**src/rtl/ram_fifo_ctrl_pkg.sv**
```systemverilog
// Shared constants and helpers for the RAM-backed streaming FIFO controller.
// The two-entry output buffer and the level width are derived here so every file agrees.
package ram_fifo_ctrl_pkg;

    localparam int OB_DEPTH = 2;
    localparam int OB_CNT_W = 2;

    // Per-cycle handshake events seen by the pointer/count logic.
    typedef struct packed {
        logic push;
        logic issue;
        logic pop;
    } fifo_ops_t;

    function automatic int ram_depth(input int a_width);
        return 1 << a_width;
    endfunction

    // RAM count needs A_WIDTH+1 bits; adding in-flight and buffered words needs one more.
    function automatic int level_width(input int a_width);
        return a_width + 2;
    endfunction

endpackage

```
**src/rtl/ram_fifo_ctrl_if.sv**
```systemverilog
// Valid/ready word stream used on both the producer and consumer side of the FIFO.
interface ram_fifo_ctrl_if #(
    parameter int D_WIDTH = 16
);
    logic               valid;
    logic               ready;
    logic [D_WIDTH-1:0] data;

    modport master (output valid, output data, input ready);
    modport slave  (input valid, input data, output ready);
endinterface

```
**src/rtl/ram_fifo_outbuf.sv**
```systemverilog
// Two-entry output buffer that absorbs words returning from the RAM read port.
// Entry 0 is always the FIFO head; pop shifts entry 1 down, append fills the tail.
module ram_fifo_outbuf
    import ram_fifo_ctrl_pkg::*;
#(
    parameter int D_WIDTH = 16
) (
    input  logic                clk,
    input  logic                rst,
    input  logic                i_flush,
    input  logic                i_append,
    input  logic [D_WIDTH-1:0]  i_append_data,
    input  logic                i_pop,
    output logic [OB_CNT_W-1:0] o_count,
    output logic                o_valid,
    output logic [D_WIDTH-1:0]  o_head
);

    logic [OB_CNT_W-1:0] r_count;
    logic [OB_CNT_W-1:0] w_wr_idx;
    logic                w_pop;
    logic [D_WIDTH-1:0]  w_entry [OB_DEPTH];
    logic [D_WIDTH-1:0]  w_shift [OB_DEPTH];

    assign w_pop    = i_pop & (r_count != '0);
    // Tail slot after this edge's pop, so append and pop can share an edge.
    assign w_wr_idx = r_count - OB_CNT_W'(w_pop);

    genvar gi;
    generate
        for (gi = 0; gi < OB_DEPTH; gi++) begin : g_entry
            logic [D_WIDTH-1:0] r_data;

            assign w_entry[gi] = r_data;

            if (gi < OB_DEPTH - 1) begin : g_mid
                assign w_shift[gi] = w_entry[gi+1];
            end else begin : g_last
                assign w_shift[gi] = r_data;
            end

            always_ff @(posedge clk or posedge rst) begin
                if (rst) begin
                    r_data <= '0;
                end else if (!i_flush) begin
                    if (i_append && (w_wr_idx == OB_CNT_W'(gi))) begin
                        r_data <= i_append_data;
                    end else if (w_pop) begin
                        r_data <= w_shift[gi];
                    end
                end
            end
        end
    endgenerate

    always_ff @(posedge clk or posedge rst) begin
        if (rst) begin
            r_count <= '0;
        end else if (i_flush) begin
            r_count <= '0;
        end else begin
            r_count <= r_count + OB_CNT_W'(i_append) - OB_CNT_W'(w_pop);
        end
    end

    // The read-issue throttle upstream must never let a word arrive with both slots held.
    a_no_overflow: assert property (@(posedge clk) disable iff (rst)
        i_flush || !(i_append && !w_pop && (r_count == OB_CNT_W'(OB_DEPTH))));

    assign o_count = r_count;
    assign o_valid = (r_count != '0);
    assign o_head  = w_entry[0];

endmodule

```
**src/rtl/ram_fifo_ctrl.sv**
```systemverilog
// Streaming FIFO controller in front of a simple dual-port RAM with 1-cycle registered read.
// Owns the RAM pointers and occupancy; the output buffer hides the read latency for 1 word/cycle.
module ram_fifo_ctrl
    import ram_fifo_ctrl_pkg::*;
#(
    parameter int D_WIDTH = 16,
    parameter int A_WIDTH = 5
) (
    input  logic               clk,
    input  logic               reset,
    input  logic               flush,
    ram_fifo_ctrl_if.slave     s_in,
    ram_fifo_ctrl_if.master    m_out,
    output logic [A_WIDTH+1:0] level,
    output logic [A_WIDTH-1:0] address_write,
    output logic [D_WIDTH-1:0] data_write,
    output logic               write_enable,
    output logic [A_WIDTH-1:0] address_read,
    input  logic [D_WIDTH-1:0] data_read
);

    localparam int DEPTH = ram_depth(A_WIDTH);
    localparam int CNT_W = A_WIDTH + 1;
    localparam int LVL_W = level_width(A_WIDTH);
    localparam logic [CNT_W-1:0] FULL_COUNT = CNT_W'(DEPTH);

    logic [A_WIDTH-1:0]  r_wr_ptr;
    logic [A_WIDTH-1:0]  r_rd_ptr;
    logic [CNT_W-1:0]    r_ram_count;
    logic                r_rd_pending;

    logic                w_can_accept;
    logic                w_in_ready;
    logic [2:0]          w_occ_after_pop;
    fifo_ops_t           w_ops;
    logic [OB_CNT_W-1:0] w_ob_count;
    logic                w_ob_valid;
    logic [D_WIDTH-1:0]  w_ob_head;

    // Reset only gates the visible ready; the state registers are held by reset anyway.
    assign w_can_accept = (r_ram_count != FULL_COUNT) & ~flush;
    assign w_in_ready   = w_can_accept & ~reset;

    always_comb begin
        w_ops           = '0;
        w_occ_after_pop = '0;
        w_ops.push      = s_in.valid & w_can_accept;
        w_ops.pop       = w_ob_valid & m_out.ready;
        // A read may be issued only if its word will find a free buffer slot on arrival.
        w_occ_after_pop = 3'(w_ob_count) + 3'(r_rd_pending) - 3'(w_ops.pop);
        w_ops.issue     = (r_ram_count != '0) & (w_occ_after_pop < 3'd2) & ~flush;
    end

    always_ff @(posedge clk or posedge reset) begin
        if (reset) begin
            r_wr_ptr     <= '0;
            r_rd_ptr     <= '0;
            r_ram_count  <= '0;
            r_rd_pending <= 1'b0;
        end else if (flush) begin
            r_wr_ptr     <= '0;
            r_rd_ptr     <= '0;
            r_ram_count  <= '0;
            r_rd_pending <= 1'b0;
        end else begin
            r_wr_ptr     <= r_wr_ptr + A_WIDTH'(w_ops.push);
            r_rd_ptr     <= r_rd_ptr + A_WIDTH'(w_ops.issue);
            r_rd_pending <= w_ops.issue;
            case ({w_ops.push, w_ops.issue})
                2'b10:   r_ram_count <= r_ram_count + 1'b1;
                2'b01:   r_ram_count <= r_ram_count - 1'b1;
                default: r_ram_count <= r_ram_count;
            endcase
        end
    end

    ram_fifo_outbuf #(
        .D_WIDTH (D_WIDTH)
    ) u_outbuf (
        .clk           (clk),
        .rst           (reset),
        .i_flush       (flush),
        .i_append      (r_rd_pending),
        .i_append_data (data_read),
        .i_pop         (w_ops.pop),
        .o_count       (w_ob_count),
        .o_valid       (w_ob_valid),
        .o_head        (w_ob_head)
    );

    assign s_in.ready    = w_in_ready;
    assign write_enable  = s_in.valid & w_in_ready;
    assign address_write = r_wr_ptr;
    assign data_write    = s_in.data;
    assign address_read  = r_rd_ptr;

    assign m_out.valid   = w_ob_valid;
    assign m_out.data    = w_ob_head;

    assign level = LVL_W'(r_ram_count) + LVL_W'(r_rd_pending) + LVL_W'(w_ob_count);

endmodule

```
**src/flat_wrapper.sv**
```systemverilog
// flat-port wrapper written by rule: the top's interface ports become plain ports
module ram_fifo_ctrl_flat import ram_fifo_ctrl_pkg::*;
#(
    parameter int D_WIDTH = 16,
    parameter int A_WIDTH = 5
)
  (clk, reset, flush, level, address_write, data_write, write_enable, address_read, data_read, s_in_valid, s_in_data, s_in_ready, m_out_valid, m_out_data, m_out_ready);
  ram_fifo_ctrl_if #(.D_WIDTH(D_WIDTH)) s_in_i ();
  ram_fifo_ctrl_if #(.D_WIDTH(D_WIDTH)) m_out_i ();
  input  logic clk;
  input  logic reset;
  input  logic flush;
  output logic [A_WIDTH+1:0] level;
  output logic [A_WIDTH-1:0] address_write;
  output logic [D_WIDTH-1:0] data_write;
  output logic write_enable;
  output logic [A_WIDTH-1:0] address_read;
  input  logic [D_WIDTH-1:0] data_read;
  input wire logic [$bits(s_in_i.valid)-1:0] s_in_valid;
  input wire logic [$bits(s_in_i.data)-1:0] s_in_data;
  output wire logic [$bits(s_in_i.ready)-1:0] s_in_ready;
  output wire logic [$bits(m_out_i.valid)-1:0] m_out_valid;
  output wire logic [$bits(m_out_i.data)-1:0] m_out_data;
  input wire logic [$bits(m_out_i.ready)-1:0] m_out_ready;
  assign s_in_i.valid = s_in_valid;
  assign s_in_i.data = s_in_data;
  assign s_in_ready = s_in_i.ready;
  assign m_out_valid = m_out_i.valid;
  assign m_out_data = m_out_i.data;
  assign m_out_i.ready = m_out_ready;
  ram_fifo_ctrl #(.D_WIDTH(D_WIDTH), .A_WIDTH(A_WIDTH)) u_core (.clk(clk), .reset(reset), .flush(flush), .s_in(s_in_i), .m_out(m_out_i), .level(level), .address_write(address_write), .data_write(data_write), .write_enable(write_enable), .address_read(address_read), .data_read(data_read));
endmodule
```
**config.mk**
```make
export PLATFORM = sky130hd
export DESIGN_NAME = ram_fifo_ctrl_flat
export DESIGN_NICKNAME = d
export VERILOG_FILES = /design/src/rtl/ram_fifo_ctrl_pkg.sv /design/src/rtl/ram_fifo_ctrl_if.sv /design/src/rtl/ram_fifo_outbuf.sv /design/src/rtl/ram_fifo_ctrl.sv /design/src/flat_wrapper.sv
export SDC_FILE = /design/constraint.sdc
export NUM_CORES = 1
export LEC_CHECK = 0
export ABC_AREA = 1
export BUFFER_PORTS_ARGS = -buffer_cell sky130_fd_sc_hd__buf_2
export CORE_UTILIZATION = 56
export DETAILED_ROUTE_END_ITERATION = 10
export HOLD_SLACK_MARGIN = 0.12
export PLACE_DENSITY = 0.86
export SYNTH_ARGS = -nofsm -noshare
export SYNTH_HDL_FRONTEND = slang
export SYNTH_HIERARCHICAL = 1
export SYNTH_SLANG_ARGS = --single-unit
```
**constraint.sdc**
```tcl
create_clock -name clk -period 7.4 [get_ports clk]
set_clock_uncertainty 0.15 [all_clocks]
set_input_delay 1.48 -clock clk [delete_from_list [all_inputs] [get_ports clk]]
set_output_delay 1.48 -clock clk [all_outputs]
set_load 0.02 [all_outputs]
```
; ---- After elaboration in Yosys (flattened, before gate mapping)
; Cells that the tools add are included.
[totals]
input_bits = 37
out_inout_bits = 52
wordCells = 50
register_bits = 51
[op_classes]
n_bitwise = 10
add_sub_neg = 11
reduce_logical = 9
n_lt_le_gt_ge = 1
mux = 8
n_eq_ne = 4
[op_table]
columns = cell, n
row1 = 2-to-1 mux 16 bit, 2
row2 = case mux 6 bit (2 select lines), 1
row3 = adder 5 x 1 -> 5 bit, 2
row4 = 2-to-1 mux 5 bit, 2
row5 = AND 1 bit, 8
row6 = adder 6 x 1 -> 7 bit, 1
row7 = adder 7 x 2 -> 7 bit, 1
row8 = "adder 6 x 1 -> 6 bit, second input constant", 1
row9 = 2-to-1 mux 6 bit, 1
row10 = "!= test 6 bit, second input constant", 1
row11 = nonzero test 6 bit, 1
row12 = "subtractor 6 x 1 -> 6 bit, second input constant", 1
row13 = "equality test 2 x 1 -> 1 bit, second input constant", 2
row14 = AND reduction 2 bit, 2
row15 = nonzero test 2 bit, 2
row16 = subtractor 2 x 1 -> 2 bit, 2
row17 = adder 2 x 1 -> 3 bit, 1
row18 = "< comparator 3 x 2 -> 1 bit, second input constant", 1
row19 = nonzero test 3 bit, 1
row20 = subtractor 3 x 1 -> 3 bit, 1
row21 = adder 2 x 1 -> 2 bit, 1
row22 = "equality test 2 bit, second input constant", 1
row23 = logical AND 1 bit, 2
row24 = zero test 2 bit, 1
row25 = other kinds (3), 4

; ---- Longest topological paths before layout
; Gate-level depths: netlist of run 1.
[depth]
depth_word = 9
mapped_depth = 21
ltp_nobuf = 20

; ---- Hierarchy
; The synthesis of run 1 kept the hierarchy.
[modules_own_cells]
columns = module, cells_per_inst, n_inst, seq_area_each_um2, area_each_um2
row1 = ram_fifo_outbuf, 212, 1, 850.8, 1684.1
row2 = ram_fifo_ctrl, 163, 1, 425.4, 1375.1

; ---- Least setup slack after synthesis of run 1
; No wires, ideal clock.
[synth_path]
kind = input port to flip-flop
startpoint = input m_out_ready
endpoint = register u_core.r_ram_count[5]
setup_time_ps = 117
path_slack_ps = 3030
path_buffers = 0
stages = 18
t_arrival_ps = 4103
required_time_ps = 7133
path_cell_list = nand2_1 > inv_1 > ha_1 > or2_2 > fa_1 > inv_1 > nor2_1 > nand3_1 > nor2_4 > nand2_4 > inv_1 > ha_1 > a21oi_1 > o21ai_0 > nor2_1 > nand3_1 > nand3_1 > nand2_1
[synth_rtl]
columns = element, line_no
row1 = start: declaration, flat_wrapper.sv:24  ; input wire logic [$bits(m_out_i.ready)-1:0] m_out_ready;
row2 = end signal: assignment, ram_fifo_ctrl.sv:70  ; 2'b10: r_ram_count <= r_ram_count + 1'b1;
row3 = end signal: assignment, ram_fifo_ctrl.sv:71  ; 2'b01: r_ram_count <= r_ram_count - 1'b1;
row4 = end signal: assignment, ram_fifo_ctrl.sv:72  ; default: r_ram_count <= r_ram_count;
row5 = end: declaration, ram_fifo_ctrl.sv:29  ; logic [CNT_W-1:0] r_ram_count;

==> results of run 1 <==
==> metrics by stage <==
stage | area (sq um) | worst slack, ns
2_1_floorplan | 3060 | 3.03
3_3_place_gp | 3240 | 2.80
3_5_place_dp | 3240 | 2.61
4_1_cts | 3320 | 2.91
5_1_grt | 3320 | 2.72
6_report | 3320 | 2.88
==> layout by cell type (no fill, tap or decap), drive strengths merged <==
cell / n
a21oi: 7
buf: 57
clkbuf: 6
clkinv: 1
clkinvlp: 1
dfrtp: 51
fa: 4
ha: 11
inv: 28
nand2: 145
nand3: 48
nand3b: 1
nor2: 27
nor3: 2
o21ai: 10
or2: 2
xnor2: 4
xor2: 9
==> how the worst max path moves through the flow <==
stage	from	endpoint	cells after the start
6_report	m_out_ready	u_core/r_ram_count[5]	20
5_1_grt	m_out_ready	u_core/r_ram_count[5]	20
4_1_cts	m_out_ready	u_core/r_ram_count[5]	20
3_5_place_dp	m_out_ready	u_core/r_ram_count[5]	20
3_3_place_gp	m_out_ready	u_core/r_ram_count[5]	19
2_1_floorplan	m_out_ready	u_core/r_ram_count[5]	18
==> power groups by stage <==
stage	combinational [mW]	sequential, mW	clock, mW
2_1_floorplan	0.395	0.475	0
3_3_place_gp	0.542	0.432	0
3_5_place_dp	0.565	0.436	0
4_1_cts	0.567	0.430	0.161
5_1_grt	0.631	0.442	0.172
6_report	0.563	0.430	0.157
==> tightest hold or removal path: stages (launching register included) <==
cell and delay, ns:
dfrtp_1 0.34, nand2_1 0.05, nand2_1 0.05
==> routing by layer <==
| layer | GRT usage, % | share of wire [%] | vias up |
|---|---|---|---|
| met5 | 0 | 0 | - |
| met4 | 9.42 | 1.7 | 0 |
| met3 | 4.46 | 5.5 | 13 |
| met2 | 40.2 | 51 | 91 |
| met1 | 28.0 | 42 | 1180 |
| li1 | - | - | 1235 |
==> state kept, by name, summed over array words and instances (netlist names) <==
signal and count:
u_core/address_read 5, u_core/address_write 5, u_core/r_ram_count 6, u_core/r_rd_pending 1
u_core/u_outbuf/g_entry.r_data 16, u_core/u_outbuf/o_count 2, u_core/u_outbuf/o_head 16
==> kinds of logic (layout without fill, tap and decap cells) <==
kind of cell,Yosys count,after routing,share of synthesized area (%)
adder cells (fa/ha/maj),15,15,7.12
AO/OA/AOI/OAI,17,17,4.13
XOR/XNOR,13,13,3.72
flip-flops,51,51,41.7
buffers and inverters,54,93,9.86
AND/OR/NAND/NOR,225,225,33.5
==> layout make-up <==
type	instances	area, sq um	area share, %
clock buffer	6	72.6	2.18
clock inverter	2	12.5	0.377
inverter	28	105	3.16
multi-input combinational	270	1480	44.6
sequential	51	1280	38.4
tap	70	87.6	2.64
timing repair buffer	57	288	8.66
==> summary.txt, run 1 <==
Floorplanning
  • Io pins: 89
  • Initial Util: 59.1%
  • # rows: 26
  • Core area: 5170 sq um
  • Die Ht: 75.9 um
  • Die width: 75.9 um
  • Die ar.: 5760 sq um

Setup path
  • Reg2reg start: u_core/u_outbuf/o_count[1]
  • R2R cell count: 20
  • Critical path peak fanout: 5
  • Cell chain of the critical path: buf_2 -> nand2_1 -> inv_1 -> ha_1 -> or2_2 -> fa_1 -> inv_1 -> nor2_1 -> nand3_1 -> nor2_4 -> nand2_4 -> inv_1 -> ha_1 -> a21oi_1 -> o21ai_0 -> nor2_1 -> inv_1 -> nand3_1 -> nand3_1 -> nand2_1
  • Max incr delay on CP: 0.50 ns
  • WP buf/inv: 5
  • Reg2reg end: u_core/r_ram_count[5]
  • Crit start category: primary input
  • CP Capture Type: flip-flop
  • Slowest stage cell, crit path: fa_1
  • Flop-to-flop setup slack: 3.08 ns
  • CP Class: primary input to flip-flop
  • Most common cell on crit path: inv_1
  • Worst path required time: 7.50 ns
  • CP delay by family, top: simple AND/OR/NAND/NOR gates
  • Arrival time worst endpoint: 4.61 ns

Logic synthesis
  • Post-synth top flop: dfrtp_1
  • Post-synth top cells: nand2_1, dfrtp_1, nand3_1
  • Post-synthesis sequential area ratio: 41.7%
  • Flop and latch count out of synthesis: 51
  • Share of the synthesized area in the top cell type: 41.7%
  • Synth area leaders: dfrtp_1, nand2_1, nand3_1
  • Synthesized netlist net count: 427
  • Most frequent cell after synthesis: nand2_1
  • Synthesis warning total: 6
  • Post-synth EDFFs: 0
  • Mapped cell area: 3060 sq um
  • Mapped Avg Cell Area: 8.16 sq um
  • Synth Instances: 375
  • Post-synth ARST share: 100%
  • Post-synth top area cell: dfrtp_1
  • Netlist cell types: 30

STA
  • Period utilisation layout: 61.1%
  • Setup_tns: 0 ns
  • Final Hold Fails: 0
  • Hold slack: 0.327 ns
  • Tmin final: 4.52 ns
  • # setup viols final: 0
  • Worst-Margin Slew: 0.700 ns
  • RSZ-0062 raised after global routing: no
  • Max Transition Viols Final: 0
  • Maximum clock rate: 221 MHz
  • Max-slew headroom: 53.3%

Clocking
  • # hold bufs at CTS: 0
  • Clock latency on the worst-skew pair: 0.31 ns
  • Clock Sinks: 51
  • Longest Clk Path Bufs: 2
  • CTS tree: done
  • Root buffer cell: clkbuf_8
  • Clock buffer count from CTS: 5
  • Post-cts resize count: 0
  • Clock-pin transition on the worst setup and hold timing paths: 0.08 ns
  • Post-CTS Setup Repair Bufs: 0
  • H-tree depth: 2

Routing
  • Final ANT Viol Nets: 0
  • Total wire length: 6.30 mm
  • Iter 0 DRT Violations: 139
  • DRT Pass-1 Iters: 4
  • Vias per cell: 5.20
  • Vias: 2519
  • DRC viols: 0
  • WL/cell: 13.0 um

Worst hold path
  • Worst hold stages: 2
  • Hold Crit Endpoint: u_core/u_outbuf/o_head[10]
  • Hold_sp: u_core/u_outbuf/o_head[10]
  • Hold Path Class: flip-flop to flip-flop

Place
  • Port buffer count: 56
  • Placed cell count: 476
  • Post-detail-place hpwl: 4.57 mm
  • Placer Congestion: 0.894

Global route
  • Initial antenna violation count: 0
  • Gr ovfl total: 0
  • Largest net degree at the start of global routing: 35
  • Vias in the first global route: 2478
  • Global-route wire length before repair: 10.8 mm
  • Overall routing resource usage: 23.1%

Power
  • Peak supply drop: 0.000195 V
  • Internal: 621 uW
  • P_sw: 529 uW
  • Clk pwr share: 13.6%
  • Total chip power: 1.15 mW
  • Flop pwr share: 37.4%
  • Combinational share of power: 48.9%
  • Pwr dens: 346 nW/um^2
  • Leak Pwr: 1.92 nW
  • Sw Share: 46.0%

Final layout
  • Share of cells above drive strength 1: 22.5%
  • Total of fill cells in the finished design: 432
  • Final net count: 465
  • Fin util: 64.2%
  • ANT cells: 0
  • Synthesis-to-finish area growth: 8.63%
  • Final cell count without fillers: 484

Job
  • Maxcap violations: 0

Run status
  • Status: finished clean
No activity file was read; power rests on OpenSTA's default activity.
==> run 2: changes to the inputs <==
Settings changed: ABC_AREA 1 to 0, CORE_UTILIZATION 56 to 46, PLACE_DENSITY 0.86 to 0.77.
Clock period 7.4 ns to 3.8 ns, I/O delays scaled along.
==> run 2 against run 1 <==
  * Synthesized cell count is 31% lower
  * Critical path type is now flip-flop to flip-flop
  * Largest cell class unchanged
  * Wire length is 9.8% lower
  * Combinational power grew to 2.8 times the previous value
  * Die area is 13% higher
  * Highest routed layer unchanged
  * Cell count is 18% lower
  * Critical path depth is 4 lower
  * Area after synthesis is 6.9% lower
  * Design area is 0.79% higher
  * Sequential power is 110% higher
==> summary.txt, run 2 <==
Run status
  • Status: finished clean

Logic synthesis
  • Synth area leaders: dfrtp_1, buf_4, mux2i_1
  • Share of the synthesized area in the top cell type: 44.8% (+3.1 points)
  • Most frequent cell after synthesis: dfrtp_1
  • Mapped cell area: 2850 sq um (-6.9%)
  • Synthesized netlist net count: 312 (-27%)
  • Flop and latch count out of synthesis: 51 (unchanged)
  • Synth Instances: 260 (-31%)
  • Post-synthesis sequential area ratio: 44.8% (+3.1 points)
  • Post-synth top cells: dfrtp_1, nor2_1, buf_4
  • Netlist cell types: 36 (+20%)
  • Post-synth top flop: dfrtp_1
  • Post-synth EDFFs: 0 (unchanged)
  • Mapped Avg Cell Area: 11.0 sq um (+34%)
  • Synthesis warning total: 6 (unchanged)
  • Post-synth ARST share: 100% (unchanged)
  • Post-synth top area cell: dfrtp_1

STA
  • Worst-Margin Slew: 0.686 ns (-0.0147 ns)
  • Maximum clock rate: 264 MHz
  • Period utilisation layout: 99.9%
  • Max Transition Viols Final: 0 (unchanged)
  • # setup viols final: 0 (unchanged)
  • RSZ-0062 raised after global routing: yes
  • Setup_tns: 0 ns (unchanged)
  • Hold slack: 0.364 ns (+0.0375 ns)
  • Tmin final: 3.79 ns
  • Final Hold Fails: 0 (unchanged)
  • Max-slew headroom: 54.2% (+0.98 points)

Setup path
  • CP Capture Type: flip-flop
  • Reg2reg end: u_core/r_ram_count[5]
  • Critical path peak fanout: 5 (unchanged)
  • Crit start category: flip-flop
  • Slowest stage cell, crit path: fa_2
  • Max incr delay on CP: 0.52 ns (+0.02 ns)
  • R2R cell count: 16 (-20%)
  • Reg2reg start: u_core/u_outbuf/o_count[1]
  • Cell chain of the critical path: or2_4 -> and2_4 -> ha_4 -> nand2b_4 -> fa_2 -> nand3b_1 -> nor2_2 -> o21a_2 -> buf_4 -> ha_1 -> o21ai_2 -> o21bai_1 -> a21o_1 -> or4_1 -> a21o_1 -> a41oi_2
  • Most common cell on crit path: a21o_1
  • WP buf/inv: 1 (-4)
  • CP delay by family, top: simple AND/OR/NAND/NOR gates
  • Arrival time worst endpoint: 3.87 ns (-0.74 ns)
  • Worst path required time: 3.88 ns (-3.62 ns)
  • Flop-to-flop setup slack: 0.005 ns (-3.07 ns)
  • CP Class: flip-flop to flip-flop

Clocking
  • Clock latency on the worst-skew pair: 0.30 ns (about the same)
  • Clock Sinks: 51 (unchanged)
  • H-tree depth: 2 (unchanged)
  • Clock-pin transition on the worst setup and hold timing paths: 0.09 ns (about the same)
  • Longest Clk Path Bufs: 2 (unchanged)
  • CTS tree: done
  • Root buffer cell: clkbuf_8
  • Clock buffer count from CTS: 5 (unchanged)

Routing
  • WL/cell: 14.3 um (+9.9%)
  • Vias per cell: 5.18 (-0.45%)
  • DRT Pass-1 Iters: 4 (unchanged)
  • Vias: 2057 (-18%)
  • Iter 0 DRT Violations: 73 (-47%)
  • DRC viols: 0 (unchanged)
  • Final ANT Viol Nets: 0 (unchanged)
  • Total wire length: 5.68 mm (-9.8%)

Place
  • Placed cell count: 382 (-20%)
  • Port buffer count: 56 (unchanged)
  • Post-detail-place hpwl: 3.92 mm (-14%)
  • Placer Congestion: 0.961 (+7.4%)

Floorplanning
  • Die width: 80.7 um (+6.3%)
  • # rows: 28 (+7.7%)
  • Core area: 5960 sq um (+15%)
  • Initial Util: 47.8% (-11 points)
  • Io pins: 89 (unchanged)
  • Die Ht: 80.7 um (+6.3%)
  • Die ar.: 6510 sq um (+13%)

Power
  • Peak supply drop: 0.000452 V (+130%)
  • Leak Pwr: 1.77 nW (-7.8%)
  • Pwr dens: 829 nW/um^2 (+140%)
  • Total chip power: 2.78 mW (+140%)

Worst hold path
  • Hold_sp: u_core/u_outbuf/g_entry[1].r_data[14]
  • Hold Crit Endpoint: u_core/u_outbuf/g_entry[1].r_data[14]
  • Hold Path Class: flip-flop to flip-flop
  • Worst hold stages: 1 (-1)

Final layout
  • Synthesis-to-finish area growth: 17.6%
  • Fin util: 56.2% (-8.0 points)
  • Final cell count without fillers: 397 (-18%)
  • Most frequent cells in the layout: buf_2, dfrtp_1, nor2_1, buf_4, a21oi_1
  • Share of cells above drive strength 1: 38.2% (+16 points)
  • Commonest non-fill, non-tap cell in the layout: buf_2
  • ANT cells: 0 (unchanged)
  • Final net count: 373 (-20%)

Global route
  • Initial antenna violation count: 0 (unchanged)
  • Gr ovfl total: 0 (unchanged)
  • Largest net degree at the start of global routing: 35 (unchanged)
  • Overall routing resource usage: 18.4% (-4.7 points)
  • Global-route wire length before repair: 9.18 mm (-15%)
  • Vias in the first global route: 2002 (-19%)

Job
  • Maxcap violations: 0 (unchanged)
run 2: cell types whose count changed after synthesis, moves of 10 or more:
cell,delta
nand2_1,-132
nand3_1,-37
mux2i_1,+16
inv_1,-15
nor2_1,+15
a21oi_1,+14
mux2_2,+11
mux2_4,+10
run 2: how the worst max path moves through the flow:
stage / end / slack, ns / cells past startpoint / startpoint
finish: u_core/r_ram_count[5] / 0.005 / 16 / u_core/u_outbuf/o_count[1]
global route: u_core/r_ram_count[5] / -0.12 / 16 / u_core/u_outbuf/o_count[1]
CTS: u_core/r_ram_count[5] / -0.06 / 15 / u_core/u_outbuf/o_count[1]
detailed placement: u_core/r_ram_count[5] / -0.34 / 15 / m_out_ready
global placement: u_core/r_ram_count[5] / -0.25 / 15 / m_out_ready
floorplan: u_core/r_ram_count[5] / -0.24 / 15 / u_core/u_outbuf/o_count[1]
run 2: area by class of cell:
type | instances | area, sq um
multi-input combinational | 176 | 1410
clock buffer | 5 | 68.8
inverter | 9 | 33.8
fill | 538 | 2610
tap | 75 | 93.8
clock inverter | 3 | 18.8
sequential | 51 | 1280
timing repair buffer | 78 | 445
run 2: metal layers:
layer / global-route usage (%) / up-vias / wire length, um
met3: 4.09 / 7 / 303
met1: 23.1 / 998 / 2500
li1: - / 993 / -
met5: 0 / - / 0
met4: 4.64 / 0 / 51
met2: 31.6 / 59 / 2820
run 2: timing repair:
item	4_1_cts	5_1_grt
resized for setup	3	3
pin swaps	5	3
buffers inserted	5	2
hold buffers	0	0
setup endpoints to repair	1	2
run 2: power breakdown:
part | switching, mW | internal (mW) | leakage [nW]
clock network | 0.181 | 0.130 | 0.0483
logic | 0.786 | 0.773 | 1.08
registers | 0.154 | 0.753 | 0.640
total | 1.12 | 1.66 | 1.77
run 2: cell families after synthesis:
family | share of synthesized area, %
multiplexers | 15.2
flip-flops | 44.8
XOR/XNOR | 4.31
AND/OR/NAND/NOR | 12.5
buffers and inverters | 7.56
AO/OA/AOI/OAI | 7.91
adder cells (fa/ha/maj) | 7.65
run 2: per-stage QoR:
stage | setup WS (ns) | area (sq um)
after floorplan | -0.240 | 2860
after global placement | -0.254 | 3170
after detailed placement | -0.345 | 3170
after CTS | -0.0624 | 3320
after global routing | -0.120 | 3350
final | 0.00526 | 3350
run 2: worst reg2reg max path, delay by kind of cell, from the launching register on:
| family | cells | cell delay, ns |
|---|---|---|
| adder cells (fa/ha/maj) | 3 | 0.99 |
| buffers and inverters | 1 | 0.13 |
| AO/OA/AOI/OAI | 6 | 0.85 |
| flip-flops | 1 | 0.41 |
| AND/OR/NAND/NOR | 6 | 1.20 |
==> run 3: changes to the inputs <==
Settings changed: CORE_ASPECT_RATIO from default to 0.6, PLACE_DENSITY 0.77 to 0.76.
==> run 3 against run 2 <==
  * Cell count is 0.50% higher
  * Sequential power is 1% higher
  * Critical path depth is 1 lower
  * Core utilization is 2.2 points higher
  * Non-clock buffer count is 2 lower
  * First-iteration DRC count is 29% lower
  * Clock power is 2% lower
  * Critical endpoint unchanged
  * Setup slack better by 0.029 ns
  * Via count is 2.8% lower
==> summary.txt, run 3 (synthesized netlist as in run 2, its figures left out) <==
Setup path
  • Critical path peak fanout: 4 (-1)
  • Worst path required time: 3.88 ns (about the same)
  • Crit start category: flip-flop
  • CP Capture Type: flip-flop
  • CP Class: flip-flop to flip-flop
  • Arrival time worst endpoint: 3.85 ns (-0.02 ns)

Final layout
  • Synthesis-to-finish area growth: 18.1%
  • Post-route cell area: 3360 sq um (+0.45%)
  • Commonest non-fill, non-tap cell in the layout: buf_2
  • Final net count: 371 (-0.54%)
  • ANT cells: 0 (unchanged)
  • Most frequent cells in the layout: buf_2, dfrtp_1, nor2_1, buf_4, a21oi_1
  • Share of cells above drive strength 1: 38.9% (+0.67 points)
  • Total of fill cells in the finished design: 507 (-5.8%)

Floorplanning
  • # rows: 21 (-25%)
  • Die width: 104 um (+28%)
  • Die ar.: 6520 sq um (+0.16%)
  • Io pins: 89 (unchanged)
  • Initial Util: 49.5% (+1.7 points)
  • Die Ht: 62.9 um (-22%)
  • Core area: 5750 sq um (-3.4%)

Routing
  • DRC viols: 0 (unchanged)
  • Vias per cell: 5.01 (-3.3%)
  • Final ANT Viol Nets: 0 (unchanged)
  • DRT Pass-1 Iters: 4 (unchanged)
  • WL/cell: 14.1 um (-1.6%)
  • Iter 0 DRT Violations: 52 (-29%)
  • Total wire length: 5.61 mm (-1.1%)
  • Vias: 2000 (-2.8%)

STA
  • Max-slew headroom: 54.6% (+0.40 points)
  • RSZ-0062 raised after global routing: yes
  • Worst-Margin Slew: 0.680 ns (-0.00599 ns)
  • Final Hold Fails: 0 (unchanged)
  • # setup viols final: 0 (unchanged)
  • Period utilisation layout: 99.1% (-0.75 points)
  • Maximum clock rate: 266 MHz (+0.76%)
  • Setup_tns: 0 ns (unchanged)
  • Tmin final: 3.77 ns (-0.0285 ns)
  • Max Transition Viols Final: 0 (unchanged)

Power
  • Total chip power: 2.78 mW (about the same)
  • Clk pwr share: 11.0% (-0.2 points)
  • Sw Share: 40.9% (+0.53 points)
  • Internal: 1.64 mW (-0.85%)
  • P_sw: 1.14 mW (+1.3%)
  • Peak supply drop: 0.000274 V (-39%)
  • Flop pwr share: 33.0% (+0.3 points)
  • Pwr dens: 826 nW/um^2 (-0.41%)
  • Combinational share of power: 56.0% (about the same)
  • Leak Pwr: 1.76 nW (-0.73%)

Place
  • Post-detail-place hpwl: 3.96 mm (+0.93%)
  • Post-DP Area: 3180 sq um (+0.20%)
  • Placer Congestion: 0.840 (-13%)
  • Port buffer count: 56 (unchanged)

Clocking
  • H-tree depth: 2 (unchanged)
  • Clock buffer count from CTS: 5 (unchanged)
  • Longest Clk Path Bufs: 2 (unchanged)
  • Root buffer cell: clkbuf_8
  • Clock latency on the worst-skew pair: 0.30 ns (about the same)
  • CTS tree: done
  • Clock Sinks: 51 (unchanged)
  • Clock-pin transition on the worst setup and hold timing paths: 0.10 ns (about the same)

Global route
  • Overall routing resource usage: 18.6% (+0.23 points)
  • Initial antenna violation count: 0 (unchanged)
  • Global-route wire length before repair: 9.47 mm (+3.1%)
  • Largest net degree at the start of global routing: 35 (unchanged)
  • Vias in the first global route: 1905 (-4.8%)
  • Gr ovfl total: 0 (unchanged)

Job
  • Maxcap violations: 0 (unchanged)

Run status
  • Status: finished clean

Worst hold path
  • Hold Path Class: flip-flop to flip-flop
run 3: final timing paths:
check                                                             end  slack [ns]  depth (start not counted)                                   from
worst max-delay path                            u_core/r_ram_count[5]        0.03                         15             u_core/u_outbuf/o_count[1]
worst max register to register                  u_core/r_ram_count[5]        0.03                         15             u_core/u_outbuf/o_count[1]
worst min register to register  u_core/u_outbuf/g_entry[1].r_data[10]        0.36                          1  u_core/u_outbuf/g_entry[1].r_data[10]
min in group asynchronous        u_core/u_outbuf/g_entry[1].r_data[4]        0.42                          3                                  reset
worst min-delay path            u_core/u_outbuf/g_entry[1].r_data[10]        0.36                          1  u_core/u_outbuf/g_entry[1].r_data[10]
max in group asynchronous                       u_core/r_ram_count[2]        2.63                          2                                  reset
run 3: power groups by stage:
stage / registers (mW) / clock network [mW] / logic (mW)
finish: 0.917 / 0.305 / 1.56
global route: 0.947 / 0.341 / 1.71
CTS: 0.914 / 0.315 / 1.51
detailed placement: 0.921 / 0 / 1.43
global placement: 0.908 / 0 / 1.40
floorplan: 1.02 / 0 / 0.932
run 3: through the flow:
stage	hold WS [ns]	setup WS (ns)	instances	utilization, %
after floorplan	0.329	-0.240	260	-
after global placement	0.336	-0.254	387	55.2
after detailed placement	0.343	-0.353	387	55.2
after global routing	0.375	-0.125	399	58.5
final	0.361	0.0338	399	58.5
after CTS	0.364	-0.00400	399	57.8
run 3: routing by layer:
layer  up-vias  wire length [um]  global-route usage (%)
met3        15               264                    4.80
met4         0               109                    6.88
li1        987                 -                       -
met1       952              2910                    26.5
met2        46              2330                    27.1
met5         -                 0                       0
run 3: worst max-delay path: stages, from the launching register on:
cell and delay [ns]:
dfrtp_2 0.41, or2_4 0.25, and2_4 0.16, ha_4 0.23, nand2b_4 0.13, fa_2 0.52
nand3b_1 0.12, nor2_2 0.16, o21a_4 0.19, ha_4 0.21, a211oi_2 0.21, o21bai_1 0.10
a21o_1 0.18, or4_1 0.40, a21o_1 0.18, a41oi_2 0.11
run 3: layout make-up:
class	instances	area [sq um]	share of cell area [%]
tap	80	100	2.98
sequential	51	1280	38.0
inverter	9	33.8	1.00
multi-input combinational	176	1440	42.7
timing repair buffer	76	434	12.9
clock buffer	5	68.8	2.05
clock inverter	2	13.8	0.409
run 3: what timing repair did:
action | CTS | global route
hold buffers | 0 | 0
endpoints found under the setup margin | 1 | 2
pin swaps | 7 | 9
buffers inserted | 5 | 0
gates resized for setup | 4 | 7
